[config.mk]
export PLATFORM = sky130hd
export DESIGN_NAME = mem_port_arbiter
export DESIGN_NICKNAME = d
export VERILOG_FILES = /design/src/rtl/mem_port_arbiter_pkg.sv /design/src/rtl/arb_rsp_tracker.sv /design/src/rtl/mem_port_arbiter.sv
export SDC_FILE = /design/constraint.sdc
export NUM_CORES = 1
export LEC_CHECK = 0
export CORE_AREA = 2 2 97 99
export DETAILED_ROUTE_END_ITERATION = 8
export DIE_AREA = 0 0 99 101
export PLACE_DENSITY = 0.65
export SLEW_MARGIN = 20
export SYNTH_ARGS = -nofsm -noshare
export SYNTH_HDL_FRONTEND = slang
export SYNTH_HIERARCHICAL = 1
export SYNTH_SLANG_ARGS = --single-unit
[constraint.sdc]
create_clock -name clk_i -period 1.85 [get_ports clk_i]
set_input_delay 0.185 -clock clk_i [delete_from_list [all_inputs] [get_ports clk_i]]
set_output_delay 0.185 -clock clk_i [all_outputs]
set_load 0.01 [all_outputs]
[src/rtl/mem_port_arbiter_pkg.sv]
// Shared constants for the memory port arbiter: datapath width, memory
// geometry and the response owner encoding.
package mem_port_arbiter_pkg;

  localparam int XLEN            = 32;
  localparam int PART_ADDR_WIDTH = 12;
  localparam int MEM_SIZE        = 4096;

  localparam logic OWNER_IF = 1'b0;
  localparam logic OWNER_LS = 1'b1;

endpackage

[src/rtl/arb_rsp_tracker.sv]
// Response tracker: remembers who owns the access granted last cycle and
// steers the memory read data (or a zero ack / error) back to that master.
module arb_rsp_tracker #(
  parameter int XLEN = 32
) (
  input  logic            clk_i,
  input  logic            rst_i,
  input  logic            gnt_i,
  input  logic            owner_i,
  input  logic            err_i,
  input  logic            we_i,
  input  logic [XLEN-1:0] mem_rdata_i,
  output logic            if_rvalid_o,
  output logic [XLEN-1:0] if_rdata_o,
  output logic            if_err_o,
  output logic            ls_rvalid_o,
  output logic [XLEN-1:0] ls_rdata_o,
  output logic            ls_err_o
);
  import mem_port_arbiter_pkg::*;

  logic            rsp_valid;
  logic            rsp_owner;
  logic            rsp_err;
  logic            rsp_we;
  logic [XLEN-1:0] rsp_data;

  // Capture the grant attributes; an idle cycle clears everything.
  always_ff @(posedge clk_i or posedge rst_i) begin
    if (rst_i) begin
      rsp_valid <= 1'b0;
      rsp_owner <= 1'b0;
      rsp_err   <= 1'b0;
      rsp_we    <= 1'b0;
    end else begin
      rsp_valid <= gnt_i;
      rsp_owner <= gnt_i & owner_i;
      rsp_err   <= gnt_i & err_i;
      rsp_we    <= gnt_i & we_i;
    end
  end

  // Only in-range reads return memory data; stores and errors return zero.
  always_comb begin
    rsp_data    = (rsp_valid && !rsp_err && !rsp_we) ? mem_rdata_i : '0;
    if_rvalid_o = rsp_valid && (rsp_owner == OWNER_IF);
    ls_rvalid_o = rsp_valid && (rsp_owner == OWNER_LS);
    if_rdata_o  = if_rvalid_o ? rsp_data : '0;
    ls_rdata_o  = ls_rvalid_o ? rsp_data : '0;
    if_err_o    = if_rvalid_o & rsp_err;
    ls_err_o    = ls_rvalid_o & rsp_err;
  end

endmodule

[src/rtl/mem_port_arbiter.sv]
// Two-master arbiter for the shared instruction/data memory port.
// Load/store has priority; with ARB_STARVE_GUARD_EN defined, a fetch that
// has been denied MAX_WAIT consecutive cycles is forced to win once.
module mem_port_arbiter #(
  parameter int XLEN      = mem_port_arbiter_pkg::XLEN,
  parameter int ADDR_W    = mem_port_arbiter_pkg::PART_ADDR_WIDTH,
  parameter int MEM_BYTES = mem_port_arbiter_pkg::MEM_SIZE,
  parameter int MAX_WAIT  = 4
) (
  input  logic              clk_i,
  input  logic              rst_i,
  input  logic              if_req_i,
  input  logic [XLEN-1:0]   if_addr_i,
  output logic              if_gnt_o,
  output logic              if_rvalid_o,
  output logic [XLEN-1:0]   if_rdata_o,
  output logic              if_err_o,
  input  logic              ls_req_i,
  input  logic              ls_we_i,
  input  logic [XLEN-1:0]   ls_addr_i,
  input  logic [XLEN-1:0]   ls_wdata_i,
  output logic              ls_gnt_o,
  output logic              ls_rvalid_o,
  output logic [XLEN-1:0]   ls_rdata_o,
  output logic              ls_err_o,
  output logic              mem_req_o,
  output logic              mem_we_o,
  output logic [ADDR_W-1:0] mem_addr_o,
  output logic [XLEN-1:0]   mem_wdata_o,
  input  logic [XLEN-1:0]   mem_rdata_i
);
  import mem_port_arbiter_pkg::*;

  localparam logic [XLEN-1:0] MEM_LIMIT = XLEN'(MEM_BYTES);

  if (MAX_WAIT < 1 || MAX_WAIT > 15) begin : g_bad_max_wait
    $error("mem_port_arbiter: MAX_WAIT must be within 1..15");
  end

  logic            force_if;
  logic            any_gnt;
  logic [XLEN-1:0] sel_addr;
  logic            sel_in_range;

`ifdef ARB_STARVE_GUARD_EN
  logic [3:0] wait_cnt;

  // Count consecutive denied fetch cycles, saturating at the limit.
  always_ff @(posedge clk_i or posedge rst_i) begin
    if (rst_i) begin
      wait_cnt <= '0;
    end else if (!if_req_i || if_gnt_o) begin
      wait_cnt <= '0;
    end else if (wait_cnt != 4'(MAX_WAIT)) begin
      wait_cnt <= wait_cnt + 4'd1;
    end
  end

  assign force_if = if_req_i && (wait_cnt == 4'(MAX_WAIT));
`else
  assign force_if = 1'b0;
`endif

  // Single grant per cycle: ls first unless fetch has waited too long.
  always_comb begin
    if_gnt_o = 1'b0;
    ls_gnt_o = 1'b0;
    if (ls_req_i && !force_if) begin
      ls_gnt_o = 1'b1;
    end else if (if_req_i) begin
      if_gnt_o = 1'b1;
    end
  end

  // Drive the memory port from the winner; out-of-range accesses never strobe.
  always_comb begin
    any_gnt      = if_gnt_o | ls_gnt_o;
    sel_addr     = ls_gnt_o ? ls_addr_i : if_addr_i;
    sel_in_range = sel_addr < MEM_LIMIT;
    mem_req_o    = any_gnt & sel_in_range;
    mem_we_o     = ls_gnt_o & ls_we_i & sel_in_range;
    mem_addr_o   = {sel_addr[ADDR_W-1:2], 2'b00};
    mem_wdata_o  = ls_wdata_i;
  end

  arb_rsp_tracker #(
    .XLEN(XLEN)
  ) u_rsp_tracker (
    .clk_i       (clk_i),
    .rst_i       (rst_i),
    .gnt_i       (any_gnt),
    .owner_i     (ls_gnt_o ? OWNER_LS : OWNER_IF),
    .err_i       (~sel_in_range),
    .we_i        (ls_gnt_o & ls_we_i),
    .mem_rdata_i (mem_rdata_i),
    .if_rvalid_o (if_rvalid_o),
    .if_rdata_o  (if_rdata_o),
    .if_err_o    (if_err_o),
    .ls_rvalid_o (ls_rvalid_o),
    .ls_rdata_o  (ls_rdata_o),
    .ls_err_o    (ls_err_o)
  );

endmodule

# After elaboration in Yosys (flattened, before gate mapping)
# Index checks and enable logic that the tools add are counted.
[word_totals] inputBits=133 register_bits=4 word_cells=30 output_inout_bits=116
[op_classes] n_reduce_logical=6 n_lt_le_gt_ge=1 bitwise=11 n_mux=8
[op_table] op="2-to-1 mux 32 bit" count=4
[op_table] op="less-than comparator 32 x 13 -> 1 bit, second input constant" count=1
[op_table] op="bitwise AND 1 bit" count=8
[op_table] op="logical AND 1 bit" count=4
[op_table] op="2-to-1 mux 1 bit" count=4
[op_table] op="zero test 1 bit" count=2
[op_table] op="NOT 1 bit" count=2
[op_table] op="OR 1 bit" count=1

# Depth between registers and ports, before layout
# Gate-level depths: netlist of the first run.
[depth] depth_word=5 mapped_depth=5 depth_no_buf=5

# By module
# Netlist of the first run, hierarchy kept.
[modules_own_cells] mod="arb_rsp_tracker" instances=1 cells_per_inst=89 area_each_um2=650.6
[modules_own_cells] mod="mem_port_arbiter" instances=1 cells_per_inst=67 area_each_um2=515.5

# Worst setup path before layout of the first run
# OpenSTA, ideal clock, no wires.
[synth_path] path_type="input to output" start="input port ls_addr_i[28]" end="output port mem_req_o" cell_stages=3 arrival_time_ns=1.429 path_slack_ns=0.236 path_cell_list="or4b_1 -> or4_1 -> a21boi_1"
[synth_via] elab_chain_cells=3
[synth_lines] element="start, declared" line="mem_port_arbiter.sv:20" source="input logic [XLEN-1:0] ls_addr_i,"
[synth_lines] element="2-to-1 mux 32 bit" line="mem_port_arbiter.sv:78" source="sel_addr = ls_gnt_o ? ls_addr_i : if_addr_i;"
[synth_lines] element="less-than comparator 32 x 13 -> 1 bit" line="mem_port_arbiter.sv:79" source="sel_in_range = sel_addr < MEM_LIMIT;"
[synth_lines] element="bitwise AND 1 bit" line="mem_port_arbiter.sv:80" source="mem_req_o = any_gnt & sel_in_range;"
[synth_lines] element="end, declared" line="mem_port_arbiter.sv:26" source="output logic mem_req_o,"
# No other way between the ends.

# Worst setup path in the final report of the first run
[layout_path] start="input port ls_addr_i[17]" end="output port mem_we_o"
[layout_via] elab_chain_cells=3
[layout_lines] element="2-to-1 mux 32 bit" line="mem_port_arbiter.sv:78"
[layout_lines] element="less-than comparator 32 x 13 -> 1 bit" line="mem_port_arbiter.sv:79"
[layout_lines] element="bitwise AND 1 bit" line="mem_port_arbiter.sv:81" source="mem_we_o = ls_gnt_o & ls_we_i & sel_in_range;"
[layout_lines] element="end, declared" line="mem_port_arbiter.sv:27" source="output logic mem_we_o,"
# No other way between the ends.

==> results.sh, run 1 <==
export IMPL_yosysTopAreaCell="and3_1"
export IMPL_synth_xor_area_share_pct=0
export IMPL_fin_area_mm2=0.00281
export IMPL_viasPerCell=4.29
export IMPL_synth_mux_area_share_pct=9.66
export IMPL_cellLeakagePower_uw=0.00167
export IMPL_port_buffer_count=178
export IMPL_drtIter0Drc=35
export IMPL_place_gp_congestion=0.760
export IMPL_synth_top_family_by_area="simple AND/OR/NAND/NOR gates"
export IMPL_power_density_mw_per_mm2=268
export IMPL_die_w_um=99
export IMPL_final_util_pct=31.3
export IMPL_max_freq_ghz=0.578
export IMPL_ys_seq_area_share_pct=8.58
export IMPL_num_rows=35
export IMPL_fin_cells=410
export IMPL_wl_per_cell_um=15.9
export IMPL_cts_root_buf="clkbuf_8"
export IMPL_placed_area_mm2=0.00281
export IMPL_yosysWarnings=6
export IMPL_drtAntennaViolNets=0
export IMPL_syn_area_mm2=0.00117
export IMPL_max_clock_path_buffers=2
export IMPL_hold_viol=0
export IMPL_num_nets_final=434
export IMPL_final_cell_mix="clkdlybuf4s50_1 (73), dlygate4sd2_1 (67), and3_1 (64)"
export IMPL_yosys_top_cells_area="and3_1 (35%), buf_4 (23%), mux2_2 (9.7%)"
export IMPL_clkSinkCount=4
export IMPL_critPathKind="in -> out"
export IMPL_dp_cells=403
export IMPL_hp_class="in -> async"
export IMPL_critPathArrivalTime_ns=1.54
export IMPL_cp_end_kind="output pin"
export IMPL_dp_hpwl_mm=5.25
export IMPL_hold_buffers=0
export IMPL_vias=1757
export IMPL_setup_viol=0
export IMPL_layout_drive_gt1_share_pct=21.1
export IMPL_drc_errors=0
export IMPL_synth_simple_gate_area_share_pct=50.0
export IMPL_cts_tree="yes"
export IMPL_drv_slew=0
export IMPL_required_ns=1.66
export IMPL_cap_violations=0
export IMPL_startpoint="ls_addr_i[17]"
export IMPL_h_tree_depth=1
export IMPL_ios=249
export IMPL_period_needed_ns=1.73
export IMPL_startpoint_type="input pin"
export IMPL_finalPower_uw=752
export IMPL_dr_pass1_iters=4
export IMPL_synth_compound_area_share_pct=1.29
export IMPL_n_fill_cell=1007
export IMPL_track_usage_pct=12.2
export IMPL_die_h_um=101
export IMPL_rsz0062_at_grt="false"
export IMPL_period_share_pct=93.5
export IMPL_fp_coreArea_mm2=0.00898
export IMPL_grt_pass1_wl_mm=9.29
export IMPL_layout_commonest_cell="clkdlybuf4s50_1"
export IMPL_syn_to_final_growth_pct=141
export IMPL_drt_total_wl_mm=6.51
export IMPL_start_util_pct=13.0
export IMPL_vdd_drop_max_mv=0.154
export IMPL_overflow=0
export IMPL_antenna_found_initial=0
export IMPL_grt_max_degree=33
export IMPL_synth_seq_cells=4
export IMPL_grt_pass1_vias=1791
export IMPL_synthAdderAreaFrac_pct=0
export IMPL_cts_buffers=3
export IMPL_status="complete, no violations"
export IMPL_dieArea_mm2=0.0100
export IMPL_synth_distinct_cells=22
export IMPL_yosysTopAreaCellShare_pct=34.9
export IMPL_clk_pin_slew_worst_paths_ns=0.03
export IMPL_cp_max_fo=3
export IMPL_avgSynthCellArea_um2=7.48
export IMPL_netlist_instances=156
export IMPL_diodes=0
## synth_stat cells, drive strengths merged
master   n
nor3     2
conb     1
nor4     6
nand4    2
a21boi   2
inv      1
or4b     1
nor2     1
buf     47
clkbuf   1
or2      1
or4      3
nor2b    2
and3    65
mux2    10
dfrtp    4
and2     7
## metrics by stage
stage	TNS (ns)	worst slack [ns]	hold slack, ns
after floorplan	0	0.236	-0.0489
final	0	0.120	0.151
after CTS	-0.00363	-0.00363	0.159
after global placement	-3.24	-0.775	0.370
after global routing	0	0.000823	0.172
after detailed placement	-3.27	-0.787	0.370
## critical path: stages
cell and delay (ns):
buf_6 0.10, nor4_4 0.25, nand4_1 0.14, or4_4 0.58, a21boi_1 0.15, buf_2 0.15
## what timing repair did
item,in CTS,in global routing
cloned,2,0
gates resized for setup,132,50
setup endpoints to repair,78,3
pin swaps,17,14
buffers inserted,2,0
## sequential cells by signal, indices dropped and copies added (netlist names)
signal and count:
u_rsp_tracker/rsp_we 1, u_rsp_tracker/rsp_err 1, u_rsp_tracker/rsp_owner 1, u_rsp_tracker/rsp_valid 1
## kinds of logic (layout without fill, tap and decap cells)
group,after synthesis,count (layout)
buffers and inverters,49,190
AOI/OAI and AO/OA,2,2
DFF,4,4
muxes,10,10
other,1,2
and+or+nand+nor,90,91
## how the worst max path moves through the flow
| stage | to | slack [ns] | depth (start not counted) |
|---|---|---|---|
| 6_report | mem_we_o | 0.12 | 6 |
| 3_3_place_gp | mem_req_o | -0.78 | 5 |
| 5_1_grt | mem_req_o | 0.0008 | 6 |
| 4_1_cts | mem_req_o | -0.004 | 5 |
| 3_5_place_dp | mem_req_o | -0.79 | 5 |
| 2_1_floorplan | mem_req_o | 0.24 | 3 |
## routing by layer
| metal | wire length, um | vias up | global-route usage, % |
|---|---|---|---|
| li1 | - | 811 | - |
| met1 | 2090 | 763 | 11.0 |
| met2 | 3190 | 177 | 22.2 |
| met3 | 1150 | 6 | 7.14 |
| met4 | 78 | 0 | 5.06 |
| met5 | 0 | - | 0 |
## where the power goes
part	switching [uW]	internal (uW)	total (uW)	leakage, uW
sequential	5.81	92.9	98.7	0.0000460
clock	42.2	138	181	0.0000216
combinational	176	297	473	0.00160
total	224	529	752	0.00167
## cell type report
class | count | area [um^2] | area share (%)
timing repair buffer | 186 | 1730 | 61.5
inverter | 1 | 3.75 | 0.134
sequential | 4 | 100 | 3.56
tap | 111 | 139 | 4.94
clock buffer | 3 | 41.3 | 1.47
multi-input combinational | 105 | 797 | 28.4
Note: power is estimated with default switching activity, not from simulation.
==> run 2: changes to the inputs <==
Settings changed: CAP_MARGIN from default to 5, CORE_AREA 2 2 97 99 to 2 2 95 97, DIE_AREA 0 0 99 101 to 0 0 97 99, DONT_BUFFER_PORTS from default to 1, PLACE_DENSITY 0.65 to 0.3.
==> results.sh, run 2 (synthesis gave the netlist of run 1 again) <==
export IMPL_multi_input_area_um2=718
export IMPL_final_util_pct=12.1
export IMPL_cts_setup_buffers=0
export IMPL_n_fill_cell=985
export IMPL_hp_class="in -> reg"
export IMPL_viasPerCell=4.70
export IMPL_grt_max_degree=65
export IMPL_drt_total_wl_mm=4.48
export IMPL_worst_slew_pin_slew_ns=0.593
export IMPL_rsz0062_at_grt="false"
export IMPL_seq_power_share_pct=22.5
export IMPL_start_util_pct=13.6
export IMPL_placed_area_um2=985
export IMPL_cts_root_buf="clkbuf_8"
export IMPL_finalSetupTns_ns=0
export IMPL_dieArea_mm2=0.00960
export IMPL_max_freq_ghz=0.581
export IMPL_clk_pin_slew_worst_paths_ns=0.03
export IMPL_vias=1048
export IMPL_regArea_um2=100
export IMPL_dp_hpwl_mm=3.93
export IMPL_diodes=0
export IMPL_p_sw_uw=146
export IMPL_hold_viol=0
export IMPL_min_from="ls_req_i"
export IMPL_combPwrFrac_pct=36.3
export IMPL_startpoint_type="input pin"
export IMPL_h_tree_depth=1
export IMPL_min_delay_path_depth=1
export IMPL_cellLeakagePower_uw=0.000569
export IMPL_place_gp_congestion=0.793
export IMPL_fin_area_mm2=0.00104
export IMPL_cap_violations=0
export IMPL_cts_tree="yes"
export IMPL_min_to="u_rsp_tracker/rsp_owner"
export IMPL_vdd_drop_max_mv=0.132
export IMPL_dp_cells=219
export IMPL_grt_pass1_wl_mm=5.35
export IMPL_drc_errors=0
export IMPL_drtAntennaViolNets=0
export IMPL_wl_per_cell_um=20.1
export IMPL_port_buffer_count=0
export IMPL_p_sw_share_pct=33.7
export IMPL_num_nets_final=250
export IMPL_status="complete, no violations"
export IMPL_drv_slew=0
export IMPL_num_rows=34
export IMPL_final_cell_mix="and3_1 (65), mux2_2 (10), nor4_1 (6), and2_1 (6), dfrtp_1 (4)"
export IMPL_grt_pass1_vias=843
export IMPL_track_usage_pct=7.79
export IMPL_fin_cells=223
export IMPL_die_h_um=99
export IMPL_dr_pass1_iters=4
export IMPL_clkSinkCount=4
export IMPL_antenna_found_initial=0
export IMPL_ios=249
export IMPL_slew_headroom_pct=60.4
export IMPL_cp_end_kind="output pin"
export IMPL_layout_commonest_cell="and3_1"
export IMPL_period_needed_ns=1.72
export IMPL_die_w_um=97
export IMPL_critPathArrivalTime_ns=1.54
export IMPL_required_ns=1.66
export IMPL_syn_to_final_growth_pct=-11.2
export IMPL_pwr_share_clk_pct=41.2
export IMPL_power_density_mw_per_mm2=419
export IMPL_layout_drive_gt1_share_pct=16.5
export IMPL_setup_viol=0
export IMPL_critPathKind="in -> out"
export IMPL_overflow=0
export IMPL_max_clock_path_buffers=2
export IMPL_fp_coreArea_mm2=0.00855
export IMPL_drtIter0Drc=29
export IMPL_period_share_pct=93.0
export IMPL_cp_max_fo=3
export IMPL_intPower_uw=288
export IMPL_cts_buffers=3
[run 2: cell count changes in the layout (fill, tap and decap cells not counted), moves of 4 or more]
cell	delta
clkdlybuf4s15_1	-6
buf_2	-8
clkbuf_2	-15
dlygate4sd2_1	-67
nor4_2	-4
dlymetal6s2s_1	-7
nor4_1	+5
clkdlybuf4s50_1	-73
[run 2: power groups by stage]
stage          clock network, uW  logic [uW]  registers (uW)
2_1_floorplan                  0         219            97.8
3_3_place_gp                   0         160            98.6
3_5_place_dp                   0         160            98.6
4_1_cts                      184         163            97.7
5_1_grt                      196         169            98.3
6_report                     179         158            97.6
[run 2: worst max path at each step]
stage / cells after the start / end / startpoint
floorplan: 3 / mem_req_o / ls_addr_i[28]
global placement: 3 / mem_we_o / ls_addr_i[28]
detailed placement: 3 / mem_req_o / if_addr_i[27]
CTS: 3 / mem_req_o / if_addr_i[27]
global route: 3 / mem_we_o / ls_addr_i[28]
finish: 3 / mem_we_o / ls_addr_i[28]
[run 2: cell type report]
class	instances	area share, %
sequential	4	9.66
multi-input combinational	104	69.3
tap	108	13.0
timing repair buffer	3	3.62
clock buffer	3	3.99
inverter	1	0.362
[run 2: through the flow]
stage | hold WS [ns] | setup WS [ns] | power (uW)
4_1_cts | 0.121 | 0.122 | 445
5_1_grt | 0.127 | 0.0908 | 463
3_3_place_gp | -0.0200 | 0.120 | 258
2_1_floorplan | -0.0489 | 0.236 | 317
3_5_place_dp | -0.0207 | 0.122 | 259
6_report | 0.125 | 0.130 | 434
[run 2: per-layer routing]
metal | vias to the layer above | wire [um] | track usage [%]
li1 | 437 | - | -
met1 | 470 | 1340 | 6.75
met2 | 139 | 2520 | 15.8
met3 | 2 | 566 | 2.55
met4 | 0 | 63 | 3.90
met5 | - | 0 | 0
[run 2: critical path: stages]
cell and delay [ns]:
or4b_1 0.49, or4_1 0.53, a21boi_1 0.33
[run 2: timing repair]
| action | CTS | global route |
|---|---|---|
| setup endpoints to repair | 0 | 0 |
| hold buffers | 1 | 0 |
| endpoints found under the hold margin | 4 | 0 |
| gates resized for setup | 0 | 0 |
